File: src/rtl/julia_frame_scanner.sv
// Frame scanner: walks every pixel of an H_RES x V_RES frame, hands each pixel's
// complex coordinate to the Julia engine and writes the resulting colour to VRAM.
module julia_frame_scanner #(
  parameter int          H_RES         = 640,
  parameter int          V_RES         = 480,
  parameter int          ADDR_W        = 19,
  parameter int          TIMEOUT       = 65536,
  parameter logic [15:0] TIMEOUT_COLOR = 16'h001F
) (
  input  logic              clk,
  input  logic              rst,
  input  logic              start,
  input  logic              abort,
  input  logic [31:0]       x_origin,
  input  logic [31:0]       y_origin,
  input  logic [31:0]       step_x,
  input  logic [31:0]       step_y,
  output logic              busy,
  output logic              done,
  output logic              calc_enable,
  output logic [31:0]       calc_x,
  output logic [31:0]       calc_y,
  input  logic              calc_end,
  input  logic [15:0]       calc_color,
  output logic              wr_en,
  output logic [ADDR_W-1:0] wr_addr,
  output logic [15:0]       wr_data,
  input  logic              wr_ready
);

  localparam int WD_W  = (TIMEOUT > 1) ? $clog2(TIMEOUT) : 1;
  localparam int COL_W = (H_RES > 1) ? $clog2(H_RES) : 1;
  localparam int ROW_W = (V_RES > 1) ? $clog2(V_RES) : 1;

  typedef enum logic [2:0] {
    S_IDLE  = 3'd0,
    S_LOAD  = 3'd1,
    S_RUN   = 3'd2,
    S_WRITE = 3'd3,
    S_DONE  = 3'd4
  } state_t;

  state_t state_q, state_d;

  logic [31:0]      x_org, stp_x, stp_y;
  logic [COL_W-1:0] col;
  logic [ROW_W-1:0] row;
  logic [WD_W-1:0]  wd;

  logic busy_d, done_d, en_d, wr_en_d;

  // wd is zero only on the first RUN cycle, so it doubles as the stale-result guard
  logic run_hit, run_to, xfer, last_col, last_row;
  assign run_hit  = calc_end && (wd != '0);
  assign run_to   = (wd == WD_W'(TIMEOUT - 1));
  assign xfer     = wr_en && wr_ready;
  assign last_col = (col == COL_W'(H_RES - 1));
  assign last_row = (row == ROW_W'(V_RES - 1));

  always_ff @(posedge clk or posedge rst) begin
    if (rst) state_q <= S_IDLE;
    else     state_q <= state_d;
  end

  always_comb begin
    state_d = state_q;
    case (state_q)
      S_IDLE:  if (start) state_d = S_LOAD;
      S_LOAD:  state_d = abort ? S_IDLE : S_RUN;
      S_RUN: begin
        if (abort)                  state_d = S_IDLE;
        else if (run_hit || run_to) state_d = S_WRITE;
      end
      S_WRITE: begin
        if (abort)     state_d = S_IDLE;
        else if (xfer) state_d = (last_col && last_row) ? S_DONE : S_LOAD;
      end
      S_DONE:  state_d = S_IDLE;
      default: state_d = S_IDLE;
    endcase
  end

  // Control outputs are decoded from the next state and registered
  always_comb begin
    busy_d  = (state_d == S_LOAD) || (state_d == S_RUN) || (state_d == S_WRITE);
    done_d  = (state_d == S_DONE);
    en_d    = (state_d == S_RUN);
    wr_en_d = (state_d == S_WRITE);
  end

  always_ff @(posedge clk or posedge rst) begin
    if (rst) begin
      busy        <= 1'b0;
      done        <= 1'b0;
      calc_enable <= 1'b0;
      wr_en       <= 1'b0;
    end else begin
      busy        <= busy_d;
      done        <= done_d;
      calc_enable <= en_d;
      wr_en       <= wr_en_d;
    end
  end

  // calc_x/calc_y are the current-pixel coordinate registers; wr_addr/wr_data
  // are the pixel address and captured colour, so they hold through backpressure.
  always_ff @(posedge clk or posedge rst) begin
    if (rst) begin
      x_org   <= '0;
      stp_x   <= '0;
      stp_y   <= '0;
      calc_x  <= '0;
      calc_y  <= '0;
      col     <= '0;
      row     <= '0;
      wd      <= '0;
      wr_addr <= '0;
      wr_data <= '0;
    end else begin
      case (state_q)
        S_IDLE: if (start) begin
          x_org   <= x_origin;
          stp_x   <= step_x;
          stp_y   <= step_y;
          calc_x  <= x_origin;
          calc_y  <= y_origin;
          col     <= '0;
          row     <= '0;
          wr_addr <= '0;
        end
        S_LOAD: wd <= '0;
        S_RUN: begin
          wd <= wd + WD_W'(1);
          if (run_hit)     wr_data <= calc_color;
          else if (run_to) wr_data <= TIMEOUT_COLOR;
        end
        S_WRITE: if (xfer) begin
          wr_addr <= wr_addr + ADDR_W'(1);
          if (last_col) begin
            col    <= '0;
            row    <= row + ROW_W'(1);
            calc_x <= x_org;
            calc_y <= calc_y - stp_y;
          end else begin
            col    <= col + COL_W'(1);
            calc_x <= calc_x + stp_x;
          end
        end
        default: ;
      endcase
    end
  end

endmodule

File: config.mk
export PLATFORM = sky130hd
export DESIGN_NAME = julia_frame_scanner
export DESIGN_NICKNAME = d
export VERILOG_FILES = /design/src/rtl/julia_frame_scanner.sv
export SDC_FILE = /design/constraint.sdc
export NUM_CORES = 1
export LEC_CHECK = 0
export CAP_MARGIN = 15
export CORE_ASPECT_RATIO = 1.2
export CORE_MARGIN = 2
export CORE_UTILIZATION = 45
export CTS_BUF_LIST = sky130_fd_sc_hd__clkbuf_16
export DETAILED_ROUTE_END_ITERATION = 12
export PLACE_DENSITY = 0.79
export SLEW_MARGIN = 15
export SYNTH_ARGS = -nofsm -noshare
export SYNTH_HDL_FRONTEND = slang
export SYNTH_SLANG_ARGS = --single-unit
File: constraint.sdc
create_clock -name clk -period 10.5 [get_ports clk]
set_clock_uncertainty 0.1 [all_clocks]
set_input_delay 2.1 -clock clk [delete_from_list [all_inputs] [get_ports clk]]
set_output_delay 2.1 -clock clk [all_outputs]
set_load 0.01 [all_outputs]
==> summary.md, run 1 <==
| Metric | Value |
|---|---|
| Setup violators final | `0` |
| Worst vdd ir | `0.176 mV` |
| Worst Hold Class | `flop to flop` |
| Vias | `12116` |
| Minimum clock period | `4.99 ns` |
| Hold_ws | `0.375 ns` |
| CTS Hold Buffers Added | `0` |
| Clock Sinks | `237` |
| Crit Path Max Fanout | `97` |
| Design area | `17100 sq um` |
| Final period utilization | `47.5%` |
| Detail Route Antenna Nets | `0` |
| Via density per instance | `5.52` |
| Die Footprint | `31400 sq um` |
| Clk buf depth | `3` |
| Highest Signal Layer | `met4` |
| Main synth FF type | `dfrtp_1` |
| Crit path cell chain | `clkdlybuf4s50_1, nand2b_1, nor3_4, buf_4, nor2_4, buf_4, or4b_1, nor2_1, nand3_1, xor2_1, nor2_1` |
| Cells after DPL | `2147` |
| RSZ-0062 raised after global routing | `false` |
| Seq/Total Area, Yosys | `43.9%` |
| Vias in the first global route | `12029` |
| CP peak stage delay | `0.75 ns` |
| Arrival time worst endpoint | `5.28 ns` |
| Post-route DRC violation count | `0` |
| Met2 wire len | `18.4 mm` |
| Mean Syn Cell Area | `8.60 sq um` |
| Crit path kind | `input port to flop` |
| Post-DR wirelength/cell | `16.9 microns` |
| Slowest CP cell | `buf_4` |
| Port bufs | `252` |
| Final Hold Vio Count | `0` |
| Pwr/cell area | `281 nW/um^2` |
| Leak | `0.00770 uW` |
| Setup tns final | `0 ns` |
| I/O pin count | `253` |
| Synth warn | `0` |
| Starting Density | `45.6%` |
| Synthesized area | `13500 sq um` |
| Max-slew violations | `0` |
| Final Routed Wirelength | `37.0 mm` |
| Ratio of cells with drive above 1 in the final layout | `4.99%` |
| Setup crit end kind | `flop` |
| Crit start category | `input port` |
| M1 WL | `14.9 mm` |
| Max-cap violations | `0` |
| Placed cell areas | `16300 sq um` |
| Die W | `162 microns` |
| Syn_nets | `1788` |
| Drt first pass iters | `5` |
| N_diodes | `0` |
| GP Congestion | `0.897` |
| Yosys cell types | `80` |
| Nets | `2004` |
| Status | `finished clean` |
| Final Non-Filler Cells | `2195` |
| Fill count | `2620` |
| GR Overflow Total | `0` |
| Largest net degree at the start of global routing | `113` |
| Core Util, Final | `57.7%` |
| Initial antenna violation count | `1` |
| H-tree Lvls | `1` |
| FMAX | `200 MHz` |
| Core area | `29600 sq um` |
| CTS tree | `done` |
| CTS buffer count | `26` |
| Slew HR | `34.1%` |
| Number of DRC markers in iteration 0 | `703` |
| Synth Register Bits | `237` |
| Measured slew at the worst slew-check pin | `0.988 ns` |
| Fraction of registers with async set or reset after synthesis | `100%` |
| Most frequent cells in the layout | `nand2_1, clkdlybuf4s50_1, dfrtp_1` |
| DPL Wire Length | `26.0 mm` |
| Post-CTS Setup Inserts | `0` |
| Clock latency on the worst-skew pair | `0.55 ns` |
| Die span in y | `194 microns` |
| Synthesized instance count | `1569` |
| Critical Path RT | `10.79 ns` |
| Commonest non-fill, non-tap cell in the layout | `nand2_1` |
| Clock-pin slew on the worst setup and hold paths | `0.06 ns` |
| Count of flip-flops with a built-in enable after synthesis | `0` |
| WL met3 | `2.53 mm` |
| Gr usage total | `23.1%` |
| Core Rows | `69` |
| Syn-to-layout area delta | `26.7%` |
| Post-CTS sizing | `0` |
| Root Buffer | `clkbuf_16` |
| Global-route wire length before repair | `59.7 mm` |
==> cell type report <==
| class | count | area, sq um | area share [%] |
|---|---|---|---|
| Clock buffer | 26 | 651 | 3.81 |
| Inverter | 60 | 233 | 1.36 |
| Multi-Input combinational cell | 1197 | 7030 | 41.1 |
| Timing Repair Buffer | 263 | 2610 | 15.2 |
| Tap cell | 390 | 488 | 2.85 |
| Sequential cell | 237 | 5930 | 34.7 |
| Clock inverter | 22 | 164 | 0.959 |
==> per-stage QoR <==
stage               setup slack, ns  total power (uW)
global route                   5.27              5160
finish                         5.51              4800
CTS                            5.50              4820
detailed placement             4.94              3910
global placement               5.03              3840
floorplan                      1.80              3140
==> Yosys cell counts, drive strengths merged (5+ instances only) <==
master   instances  share of area, %
a21o            21               1.2
nor3            23              0.96
o22a             5              0.32
nand2b          10              0.46
nor2           114               3.2
o31ai            9              0.50
a2111oi          5              0.74
o211ai          20               1.1
or2              5              0.23
a22o            13              0.84
mux2i           10              0.74
buf             17              0.61
clkbuf          58               1.8
inv             60               1.7
a31oi           19              0.93
a211oi          10              0.65
a21oi          105               4.1
or3             14              0.65
o21ai          133               5.0
xnor2           27               1.8
ha              67               6.2
nor2b           12              0.56
and3            16              0.75
nand4           24               1.2
o21bai          10              0.56
o21a            11              0.61
nand3           45               1.7
nand2          372                10
dfrtp          237                44
xor2            49               3.2
==> path summary, 6_finish.rpt <==
kind | start | to | cells past startpoint | slack [ns]
max | start | wr_addr[16] | 11 | 5.51
max reg2reg | state_q[2] | wr_addr[16] | 10 | 6.72
max in group asynchronous | rst | calc_x[6] | 4 | 6.10
min in group asynchronous | rst | wr_data[6] | 2 | 2.02
min | x_org[19] | x_org[19] | 2 | 0.38
min reg2reg | x_org[19] | x_org[19] | 2 | 0.38
==> metal layers <==
layer	up-vias	track usage, %
met5	-	0
met4	0	7.87
met3	90	4.94
met1	5796	27.6
li1	5853	-
met2	377	41.0
==> worst max-delay path, delay by kind of cell <==
kind	cells	cell delay (ns)
buffers and inverters	3	1.56
XOR/XNOR	1	0.16
AND/OR/NAND/NOR	7	1.42
==> logic make-up after synthesis <==
| group | Yosys count | share of synthesized area [%] |
|---|---|---|
| multiplexers | 10 | 0.742 |
| flip-flops | 237 | 43.9 |
| buffers and inverters | 135 | 4.12 |
| AO/OA/AOI/OAI | 390 | 18.6 |
| adder cells (fa/ha/maj) | 69 | 6.51 |
| AND/OR/NAND/NOR | 652 | 21.1 |
| XOR/XNOR | 76 | 4.93 |
==> flip-flops by register name, summed over array words and instances (netlist names) <==
| name | cells |
|---|---|
| calc_x | 32 |
| calc_y | 32 |
| stp_x | 32 |
| stp_y | 32 |
| x_org | 32 |
| wr_addr | 19 |
| wd | 16 |
| wr_data | 16 |
| col | 10 |
| row | 9 |
| state_q | 3 |
| busy | 1 |
| calc_enable | 1 |
| done | 1 |
| wr_en | 1 |
==> power by group <==
part	internal [uW]	switching, uW	total, uW
combinational	1130	1380	2510
clock	499	382	881
sequential	1200	217	1410
Power figures use the tool's default switching activity.
==> run 2: changes to the inputs <==
- clock period: 10.5 -> 4.9 ns (I/O delays scaled with it)
==> summary.md, run 2 (synthesized netlist as in run 1, its figures left out) <==
| Metric | Value |
|---|---|
| Status | `finished clean` |
| Grt met1 use | `29.9%` |
| Worst Hold Class | `flop to flop` |
| Final WS setup | `1.20 ns` |
| Most Crowded Layer GR | `met2` |
| Core Rows | `69` |
| Crit path cell chain | `ha_1, and3_2, nand4_2, nor2_2, a31oi_1, nor2_2, buf_4, nand4_1, nor3_1, xnor2_1, nor2_1` |
| Crit Path Max Fanout | `34` |
| CP most frequent cell | `nor2_2` |
| GR Overflow Total | `0` |
| Int Pwr | `6140 uW` |
| Placed cell areas | `16300 sq um` |
| Pwr Total | `10400 uW` |
| Leak | `0.00773 uW` |
| Final period utilization | `75.6%` |
| DPL Wire Length | `26.5 mm` |
| Max-slew violations | `0` |
| Setup tns final | `0 ns` |
| Ratio of cells with drive above 1 in the final layout | `5.15%` |
| Post-DR wirelength/cell | `17.0 microns` |
| CTS Hold Buffers Added | `0` |
| RSZ-0062 raised after global routing | `false` |
| Die Footprint | `31400 sq um` |
| Number of DRC markers in iteration 0 | `763` |
| Gr usage total | `23.7%` |
| Global-route wire length before repair | `61.1 mm` |
| Final Hold Vio Count | `0` |
| Slew HR | `39.5%` |
| Post-CTS Setup Inserts | `0` |
| Root Buffer | `clkbuf_16` |
| CTS tree | `done` |
| Clk buf depth | `3` |
| Met2 Track Usage GR | `40.5%` |
| GP Congestion | `0.934` |
| CTS buffer count | `27` |
| Die span in y | `194 microns` |
| Slowest CP cell | `nand4_2` |
| Starting Density | `45.6%` |
| Largest net degree at the start of global routing | `144` |
| Part of the power in combinational logic | `51.8%` |
| Post-route DRC violation count | `0` |
| Clock latency on the worst-skew pair | `0.55 ns` |
| Setup crit end kind | `flop` |
| Critical Path RT | `5.19 ns` |
| Design area | `17200 sq um` |
| H-tree Lvls | `1` |
| Cells after DPL | `2148` |
| FMAX | `270 MHz` |
| Clock Sinks | `237` |
| Met3 GRT Util | `4.56%` |
| Crit path kind | `flop to flop` |
| Reg power frac | `29.3%` |
| CP peak stage delay | `0.66 ns` |
| Die W | `162 microns` |
| Worst vdd ir | `0.389 mV` |
| Max-cap violations | `0` |
| Clock-pin slew on the worst setup and hold paths | `0.06 ns` |
| Post-CTS sizing | `0` |
| Net Sw Frac | `41.0%` |
| I/O pin count | `253` |
| Detail Route Antenna Nets | `0` |
| Drt first pass iters | `5` |
| Initial antenna violation count | `2` |
| Setup violators final | `0` |
| Via density per instance | `5.53` |
| Commonest non-fill, non-tap cell in the layout | `nand2_1` |
| Port bufs | `252` |
| Core area | `29600 sq um` |
| Crit start category | `flop` |
| Minimum clock period | `3.70 ns` |
| Clock power share | `18.9%` |
| Dpl ws | `1.13 ns` |
| Final Non-Filler Cells | `2198` |
| Nets | `2006` |
| Syn-to-layout area delta | `27.2%` |
| Vias | `12157` |
| Psw | `4260 uW` |
| Vias in the first global route | `12072` |
| Measured slew at the worst slew-check pin | `0.908 ns` |
| Pwr/cell area | `606 nW/um^2` |
| Final Routed Wirelength | `37.5 mm` |
| Most frequent cells in the layout | `nand2_1, clkdlybuf4s50_1, dfrtp_1` |
| Arrival time worst endpoint | `4.00 ns` |
[run 2: cell types whose count changed in the layout (fill, tap and decap cells not counted)]
| cell | change |
|---|---|
| buf_12 | +2 |
| buf_4 | -1 |
| bufinv_16 | +1 |
| clkbuf_16 | +1 |
| clkinv_2 | +1 |
| clkinv_8 | -1 |
| clkinvlp_4 | +1 |
| diode_2 | +1 |
| inv_1 | -1 |
| inv_8 | -1 |
[run 2: per-layer routing]
layer,share of wire [%],wire [microns]
met5,0.037,14
met4,3.3,1250
met3,7.5,2800
met2,48,18100
met1,41,15300
[run 2: cell type report]
cell class | instances | area, sq um
inverters | 60 | 229
clock inverters | 22 | 179
clock buffers | 27 | 676
diodes | 1 | 2.50
multi-input cells | 1197 | 7030
fillers | 2622 | 12400
repair buffers | 264 | 2640
flip-flops and latches | 237 | 5930
well taps | 390 | 488
[run 2: power groups by stage]
| stage | Clock (uW) | Sequential, uW | Combinational, uW |
|---|---|---|---|
| floorplan | 0 | 3070 | 3660 |
| global placement | 0 | 3060 | 5190 |
| detailed placement | 0 | 3080 | 5320 |
| CTS | 2010 | 3050 | 5360 |
| global route | 2090 | 3130 | 5980 |
| finish | 1960 | 3050 | 5390 |
[run 2: critical path, delay by kind of cell (launching register included)]
family | cells | cell delay, ns
AOI/OAI and AO/OA | 1 | 0.17
xor gates and xnor gates | 1 | 0.16
adders and majority gates | 1 | 0.21
buffers and inverters | 1 | 0.36
DFF | 1 | 0.41
and+or+nand+nor | 7 | 2.14
[run 2: through the flow]
step	utilization, %	hold WS [ns]
2_1_floorplan	-	0.345
3_3_place_gp	55.1	0.358
3_5_place_dp	55.1	0.362
4_1_cts	58.0	0.376
5_1_grt	58.0	0.398
6_report	58.0	0.375
[run 2: final timing paths]
kind | cells after the start | from | slack (ns) | end
max reg2reg | 11 | col[0] | 1.20 | row[7]
min in group asynchronous | 3 | rst | 0.86 | wr_addr[16]
min reg2reg | 2 | stp_x[8] | 0.37 | stp_x[8]
max in group asynchronous | 3 | rst | 3.08 | x_org[27]
min | 2 | stp_x[8] | 0.37 | stp_x[8]
max | 11 | col[0] | 1.20 | row[7]
==> run 3: changes to the inputs <==
- clock period: 4.9 -> 3.5 ns (I/O delays scaled with it)
==> summary.md, run 3 (synthesized netlist as in run 1, its figures left out) <==
| Metric | Value |
|---|---|
| Status | `finished clean` |
| GR Overflow Total | `0` |
| Final Routed Wirelength | `37.9 mm` |
| CTS Hold Buffers Added | `0` |
| Max-slew violations | `0` |
| DPL Wire Length | `27.0 mm` |
| Die W | `162 microns` |
| Clock-pin slew on the worst setup and hold paths | `0.06 ns` |
| Crit path cell chain | `ha_1, inv_1, fa_1, and2b_1, o21ai_1, a21boi_2, o211ai_1, a2111oi_4, o21ai_2, a2111oi_2, nor4_1, mux2i_1, nand2_1` |
| Clock latency on the worst-skew pair | `0.55 ns` |
| CP peak stage delay | `0.51 ns` |
| Measured slew at the worst slew-check pin | `0.823 ns` |
| CTS buffer count | `26` |
| Max-cap violations | `0` |
| Flop2flop setup slack | `0.22 ns` |
| Initial antenna violation count | `2` |
| Detail Route Antenna Nets | `0` |
| Nets | `2018` |
| Die span in y | `194 microns` |
| Register Area | `5930 sq um` |
| Port bufs | `252` |
| Crit Path Max Fanout | `3` |
| Critical Path RT | `3.84 ns` |
| Pwr/cell area | `850 nW/um^2` |
| GP Congestion | `0.888` |
| Core Rows | `69` |
| Setup tns final | `0 ns` |
| Worst vdd ir | `0.454 mV` |
| Number of DRC markers in iteration 0 | `722` |
| Die Footprint | `31400 sq um` |
| Post-DR wirelength/cell | `17.2 microns` |
| I/O pin count | `253` |
| FF-to-FF Start | `calc_x[0]` |
| Final WS setup | `0.225 ns` |
| Gr usage total | `24.1%` |
| Global-route wire length before repair | `62.0 mm` |
| FF-to-FF End | `calc_x[30]` |
| Placed cell areas | `16400 sq um` |
| Ratio of cells with drive above 1 in the final layout | `5.94%` |
| Final period utilization | `93.6%` |
| Starting Density | `45.6%` |
| Setup crit end kind | `flop` |
| Via density per instance | `5.48` |
| H-tree Lvls | `1` |
| Dpl ws | `0.211 ns` |
| Leak | `0.00780 uW` |
| Syn-to-layout area delta | `28.4%` |
| Area occupied by multi-input gates | `7040 sq um` |
| Crit path kind | `flop to flop` |
| Vias in the first global route | `12365` |
| Setup violators final | `0` |
| Most frequent cells in the layout | `nand2_1, clkdlybuf4s50_1, dfrtp_1` |
| Largest net degree at the start of global routing | `157` |
| Slew HR | `44.9%` |
| Vias | `12098` |
| Arrival time worst endpoint | `3.61 ns` |
| Final Hold Vio Count | `0` |
| Post-route DRC violation count | `0` |
| Clk buf depth | `3` |
| Core area | `29600 sq um` |
| RSZ-0062 raised after global routing | `false` |
| Number of cells on the worst reg-to-reg path | `13` |
| Fill count | `2572` |
| Design area | `17300 sq um` |
| CP Launch Point | `calc_x[0]` |
| Crit start category | `flop` |
| Drt first pass iters | `5` |
| Minimum clock period | `3.28 ns` |
| Critical Path Sink | `calc_x[30]` |
| FMAX | `305 MHz` |
| Clock Sinks | `237` |
| Root Buffer | `clkbuf_16` |
| Slowest CP cell | `a2111oi_4` |
| Hold_ws | `0.377 ns` |
| Commonest non-fill, non-tap cell in the layout | `nand2_1` |
| Worst Hold Class | `flop to flop` |
| CTS tree | `done` |
[run 3: cell count changes in the layout (fill, tap and decap cells not counted), sizes merged]
| cell | before | now |
|---|---|---|
| buf | 12 | 25 |
| bufinv | 3 | 5 |
| clkbuf | 27 | 26 |
| clkinv | 9 | 11 |
| clkinvlp | 3 | 2 |
| diode | 1 | 2 |
| inv | 67 | 62 |
[run 3: worst min-delay path by stage]
stage / from / endpoint / slack [ns] / cells past startpoint
floorplan: x_org[21] / x_org[21] / 0.34 / 2
global placement: x_org[14] / x_org[14] / 0.36 / 2
detailed placement: x_org[11] / x_org[11] / 0.36 / 2
CTS: x_org[11] / x_org[11] / 0.38 / 2
global route: x_org[22] / x_org[22] / 0.40 / 2
finish: x_org[14] / x_org[14] / 0.38 / 2
[run 3: power by group]
group | total [uW] | switching [uW] | internal, uW | leakage (uW)
sequential | 4250 | 660 | 3590 | 0.00298
clock | 2860 | 1150 | 1710 | 0.000439
combinational | 7610 | 4160 | 3450 | 0.00438
[run 3: worst max-delay path: cells and delay by family, from the launching register on]
kind            cells  cell delay (ns)
fa+ha+maj           2             0.55
mux                 1             0.16
buf+inv             1             0.06
simple gates        3             0.40
compound gates      6             1.55
flops               1             0.37
[run 3: timing repair]
| item | in CTS | in global routing |
|---|---|---|
| endpoints found under the setup margin | 0 | 2 |
| resized for setup | 0 | 2 |
| setup buffers | 0 | 1 |
[run 3: per-stage QoR]
| stage | util (%) | std cells | power [uW] |
|---|---|---|---|
| 2_1_floorplan | - | 1569 | 9410 |
| 3_3_place_gp | 55.5 | 2160 | 11600 |
| 3_5_place_dp | 55.5 | 2160 | 11800 |
| 4_1_cts | 58.4 | 2206 | 14800 |
| 5_1_grt | 58.5 | 2209 | 15900 |
| 6_report | 58.5 | 2209 | 14700 |
[run 3: routing by layer]
metal / vias up / global-route usage [%] / part of all wire, %
li1: 5871 / - / -
met1: 5758 / 28.6 / 40
met2: 398 / 44.3 / 51
met3: 71 / 4.30 / 6.7
met4: 0 / 6.65 / 2.4
met5: - / 0 / 0
[run 3: cell type report]
cell class | instances | share of cell area (%)
clock buffers | 26 | 3.75
clock inverters | 20 | 1.31
diodes | 2 | 0.0289
inverters | 60 | 1.32
well taps | 390 | 2.82
flip-flops and latches | 237 | 34.2
repair buffers | 277 | 15.9
multi-input cells | 1197 | 40.6
